File: config.mk
export PLATFORM = sky130hd
export DESIGN_NAME = calc_port_driver
export DESIGN_NICKNAME = d
export VERILOG_FILES = /design/src/rtl/calc_port_driver.sv
export SDC_FILE = /design/constraint.sdc
export NUM_CORES = 1
export LEC_CHECK = 0
export CORE_ASPECT_RATIO = 1.1
export CORE_MARGIN = 8
export CORE_UTILIZATION = 40
export DETAILED_ROUTE_END_ITERATION = 10
export GPL_ROUTABILITY_DRIVEN = 1
export HOLD_SLACK_MARGIN = 0.08
export PLACE_DENSITY_LB_ADDON = 0.05
export SYNTH_ARGS = -nofsm -noshare
export SYNTH_HDL_FRONTEND = slang
export SYNTH_SLANG_ARGS = --single-unit
File: constraint.sdc
create_clock -name c_clk -period 3.5 [get_ports c_clk]
set_clock_uncertainty 0.15 [all_clocks]
set_input_delay 0.525 -clock c_clk [delete_from_list [all_inputs] [get_ports c_clk]]
set_output_delay 0.525 -clock c_clk [all_outputs]
set_load 0.01 [all_outputs]
File: src/rtl/calc_port_driver.sv
`default_nettype none
// calc_port_driver: issues tagged two-beat commands to one calc2 request port and
// matches the responses back to their commands. Rev 1.0
module calc_port_driver #(
  parameter int MAX_OUT = 4
) (
  input  logic        c_clk,
  input  logic        reset,
  input  logic        in_valid,
  output logic        in_ready,
  input  logic [3:0]  in_cmd,
  input  logic [31:0] in_op1,
  input  logic [31:0] in_op2,
  output logic [3:0]  req_cmd_in,
  output logic [31:0] req_data_in,
  output logic [1:0]  req_tag_in,
  input  logic [1:0]  out_resp,
  input  logic [1:0]  out_tag,
  input  logic [31:0] out_data,
  output logic        rsp_valid,
  output logic [1:0]  rsp_resp,
  output logic [1:0]  rsp_tag,
  output logic [3:0]  rsp_cmd,
  output logic [31:0] rsp_data,
  output logic [2:0]  outstanding,
  output logic        spurious_err
);

  typedef enum logic [1:0] {
    S_IDLE = 2'd0,
    S_OP1  = 2'd1,
    S_OP2  = 2'd2
  } state_t;

  state_t          r_state;
  logic [3:0]      r_busy;
  logic [3:0][3:0] r_cmd_tbl;
  logic [1:0]      r_tag;
  logic [31:0]     r_op2;

  logic [2:0]      w_count;
  logic [1:0]      w_free_tag;
  logic            w_accept;
  logic            w_alloc;
  logic            w_resp_hit;
  logic            w_resp_spur;
  logic [3:0]      w_alloc_mask;
  logic [3:0]      w_free_mask;

  always_comb begin
    w_count = '0;
    for (int i = 0; i < 4; i++) begin
      w_count = w_count + {2'b00, r_busy[i]};
    end
  end

  // Scanning downward leaves the lowest-numbered free tag selected.
  always_comb begin
    w_free_tag = '0;
    for (int i = 3; i >= 0; i--) begin
      if (!r_busy[i]) begin
        w_free_tag = 2'(i);
      end
    end
  end

  assign outstanding = w_count;
  assign in_ready    = reset & (r_state == S_IDLE) & (w_count < 3'(MAX_OUT));
  assign w_accept    = in_valid & in_ready;
  assign w_alloc     = w_accept & (in_cmd != 4'd0);
  assign w_resp_hit  = (out_resp != 2'd0) &  r_busy[out_tag];
  assign w_resp_spur = (out_resp != 2'd0) & ~r_busy[out_tag];

  // The allocated tag is free and the responding tag is busy, so the masks never overlap.
  assign w_alloc_mask = w_alloc    ? (4'b0001 << w_free_tag) : 4'b0000;
  assign w_free_mask  = w_resp_hit ? (4'b0001 << out_tag)    : 4'b0000;

  always_ff @(posedge c_clk or negedge reset) begin
    if (!reset) begin
      r_state      <= S_IDLE;
      r_busy       <= '0;
      r_cmd_tbl    <= '0;
      r_tag        <= '0;
      r_op2        <= '0;
      req_cmd_in   <= '0;
      req_data_in  <= '0;
      req_tag_in   <= '0;
      rsp_valid    <= 1'b0;
      rsp_resp     <= '0;
      rsp_tag      <= '0;
      rsp_cmd      <= '0;
      rsp_data     <= '0;
      spurious_err <= 1'b0;
    end else begin
      r_busy <= (r_busy | w_alloc_mask) & ~w_free_mask;

      case (r_state)
        S_IDLE: begin
          if (w_alloc) begin
            r_state               <= S_OP1;
            r_tag                 <= w_free_tag;
            r_op2                 <= in_op2;
            r_cmd_tbl[w_free_tag] <= in_cmd;
            req_cmd_in            <= in_cmd;
            req_data_in           <= in_op1;
            req_tag_in            <= w_free_tag;
          end else begin
            req_cmd_in  <= '0;
            req_data_in <= '0;
            req_tag_in  <= '0;
          end
        end
        S_OP1: begin
          r_state     <= S_OP2;
          req_cmd_in  <= '0;
          req_data_in <= r_op2;
          req_tag_in  <= r_tag;
        end
        default: begin
          r_state     <= S_IDLE;
          req_cmd_in  <= '0;
          req_data_in <= '0;
          req_tag_in  <= '0;
        end
      endcase

      rsp_valid <= w_resp_hit;
      if (w_resp_hit) begin
        rsp_resp <= out_resp;
        rsp_tag  <= out_tag;
        rsp_data <= out_data;
        rsp_cmd  <= r_cmd_tbl[out_tag];
      end
      if (w_resp_spur) begin
        spurious_err <= 1'b1;
      end
    end
  end

endmodule
`default_nettype wire

==> run summary <==
TritonCTS clock tree: done
critical path type: reg -> out
RSZ-0062 raised after global routing: no
overall routing resource usage: 0.162
antenna violations before repair: 0
Worst Path Arrival: 2.71 ns
synthesized flop and latch total: 136
antenna violation net count after detailed routing: 0
Power per Cell Area: 825 nW/um2
layout cells sized above 1: 0.258
fin crit share: 0.967
clk sinks: 136
worst-margin pin slew: 0.894 ns
Design Area, Final: 8010 um2
largest net degree at the start of global routing: 72
vias in the first global route: 4019
final net count: 646
Wirelength per Cell: 18.6 um
max-cap violation count: 0
num ports: 191
Post-synth EDFFs: 0
post-DR vias/cell: 4.99
DR top layer: met4
register area share after synthesis: 0.645
Peak Freq: 295 MHz
Remaining Overflow, GRT: 0
endpoints failing hold: 0
later-pin clock latency in the skew report: 0.41 ns
wire length on met1: 4990 um
CTS max path bufs: 2
clock root cell: clkbuf_16
Final GP Congestion: 0.773
H-tree depth: 4
crit path time final: 3.39 ns
Core Box Area: 13000 um2
Worst Setup Start Kind: register
CTS clock-pin slew for the worst setup and hold paths: 0.05 ns
top-area cell type share of the netlist area: 0.645
DRC: 0
Mapped Cells: 330
Max transition margin: 0.404
Buf/Inv on CP: 4
final wirelength: 13100 um
Worst Setup End Kind: output pin
syn_nets: 440
Post-CTS Setup Bufs: 0
Main synth FF type: dfrtp_1
yosys warns: 0
Mapped Area: 5280 um2
Inserted Diodes: 0
Num CTS Buffers: 17
CP peak stage delay: 0.55 ns
Starting Density: 0.404
Synth async-reset ratio: 1.00
Die Span Y: 136 um
worst IR drop on VDD: 0.368 mV
CP dominant cell by count: inv_1
outcome: complete, no violations
DR pass1 iterations: 4
leading area contributor after synthesis: dfrtp_1
Top Family by Delay on Critical Path: adder cells
Total Neg Setup Slack: 0 ns
DR WL met3: 1060 um
met2 routed WL: 6770 um
Die Wd: 125 um
top-count cell post-synth: dfrtp_1
CP Cell Sequence: inv_1, fa_1, inv_1, ha_1, ha_1, or4b_4, inv_1, dlygate4sd2_1
total number of vias: 3531
synth top area cells: dfrtp_1 65%, mux2_2 18%, a22o_1 6.0%
total power: 6.61 mW
Post-DP Area: 7460 um2
peak fanout along the critical path: 3
pins over their slew limit: 0
DIE AREA: 17100 um2
leakage: 3.45 nW
Hold WC Path Type: in -> async
post-synth cell types: 29
port bufs: 190
detailed placement HPWL: 9580 um
DR iter-0 viols: 170
Worst EP required: 2.82 ns
Layout area overhead: 51.8%
Worst path slowest cell: or4b_4
synth cell count leaders: 136 x dfrtp_1, 86 x mux2_2, 36 x a22o_1
Mapped Avg Cell Area: 16.0 um2
# rows: 44
Final Setup Violations: 0
first-pass GRT wire length: 21200 um
-- flip-flops by register name (all words and copies together) (netlist names) --
name / flops
rsp_valid: 1
rsp_data: 32
rsp_resp: 2
req_data_in: 32
r_state: 2
r_cmd_tbl: 16
r_op2: 32
rsp_cmd: 4
req_cmd_in: 4
spurious_err: 1
rsp_tag: 2
req_tag_in: 2
r_tag: 2
r_busy: 4
-- cells in the final DEF (no fill, tap or decap), types with 2 or more instances in the layout --
cell type / Yosys / layout
clkbuf_16: 0 / 17
o2bb2ai_1: 2 / 2
mux4_2: 5 / 5
a22o_1: 36 / 36
dfrtp_1: 136 / 136
clkbuf_8: 0 / 5
mux2i_1: 2 / 2
buf_12: 0 / 3
nand2_1: 4 / 4
clkdlybuf4s50_1: 0 / 188
ha_1: 2 / 2
buf_4: 1 / 13
nor3_1: 2 / 2
nor4_4: 3 / 3
mux2_2: 86 / 86
and2_1: 4 / 4
o32a_1: 4 / 4
inv_1: 11 / 11
clkbuf_1: 6 / 4
nor2_1: 2 / 2
clkinv_2: 0 / 2
-- routing by layer --
| layer | track usage | up-vias |
|---|---|---|
| met3 | 0.0683 | 21 |
| met1 | 0.174 | 1783 |
| met4 | 0.0826 | 0 |
| met2 | 0.269 | 115 |
| met5 | 0 | - |
| li1 | - | 1612 |
-- worst reg2reg max path, cell delays in order (launching register included) --
cell and delay [ns]:
dfrtp_1 0.34, inv_1 0.10, fa_1 0.54, inv_1 0.04, ha_1 0.17, ha_1 0.19
or4b_4 0.55, buf_4 0.18, nor2_4 0.27, buf_12 0.25, mux2_2 0.37
-- path summary, 6_finish.rpt --
path | start | to | slack, ns | cells after the start
worst min-delay path | reset | r_op2[22]$_DFFE_PN0P_ | 0.17 | 2
worst max-delay path | r_busy[0]$_DFF_PN0_ | in_ready | 0.11 | 8
max in group asynchronous | reset | r_cmd_tbl[2]$_DFFE_PN0P_ | 1.64 | 3
worst min register to register | spurious_err$_DFFE_PN0P_ | spurious_err$_DFFE_PN0P_ | 0.34 | 1
worst max register to register | r_busy[0]$_DFF_PN0_ | r_op2[22]$_DFFE_PN0P_ | 0.24 | 10
min in group c_clk | spurious_err$_DFFE_PN0P_ | spurious_err$_DFFE_PN0P_ | 0.34 | 1
-- stage by stage --
stage | instances | utilization | setup slack, ns | hold slack [ns]
6_report | 707 | 0.614 | 0.115 | 0.168
5_1_grt | 707 | 0.614 | 0.0153 | 0.226
4_1_cts | 707 | 0.614 | 0.0552 | 0.186
3_5_place_dp | 678 | 0.572 | 0.209 | 0.322
3_3_place_gp | 678 | 0.572 | 0.252 | 0.320
2_1_floorplan | 330 | - | 0.165 | 0.0794
-- cell type report --
type	instances	area, um2
Fill cell	1046	5040
Inverter	11	41.3
Tap cell	161	201
Multi-Input combinational cell	164	1750
Sequential cell	136	3400
Clock inverter	3	40.0
Timing Repair Buffer	206	2060
Clock buffer	26	509
-- cells by family after synthesis --
logic type | after synthesis | synth area share
adder cells (fa/ha/maj) | 3 | 0.00854
buffers and inverters | 30 | 0.0249
flip-flops | 136 | 0.645
AND/OR/NAND/NOR | 20 | 0.0304
multiplexers | 93 | 0.209
AO/OA/AOI/OAI | 48 | 0.0823
-- report_power, final --
group | total, mW | internal [mW] | switching, mW
Sequential | 2.54 | 2.23 | 0.309
Clock | 1.66 | 1.06 | 0.605
Combinational | 2.41 | 1.47 | 0.937
-- repair_timing --
action | CTS | global route
setup endpoints to repair | 1 | 1
hold buffers | 0 | 0
resized for setup | 1 | 1
Power figures use the tool's default switching activity.
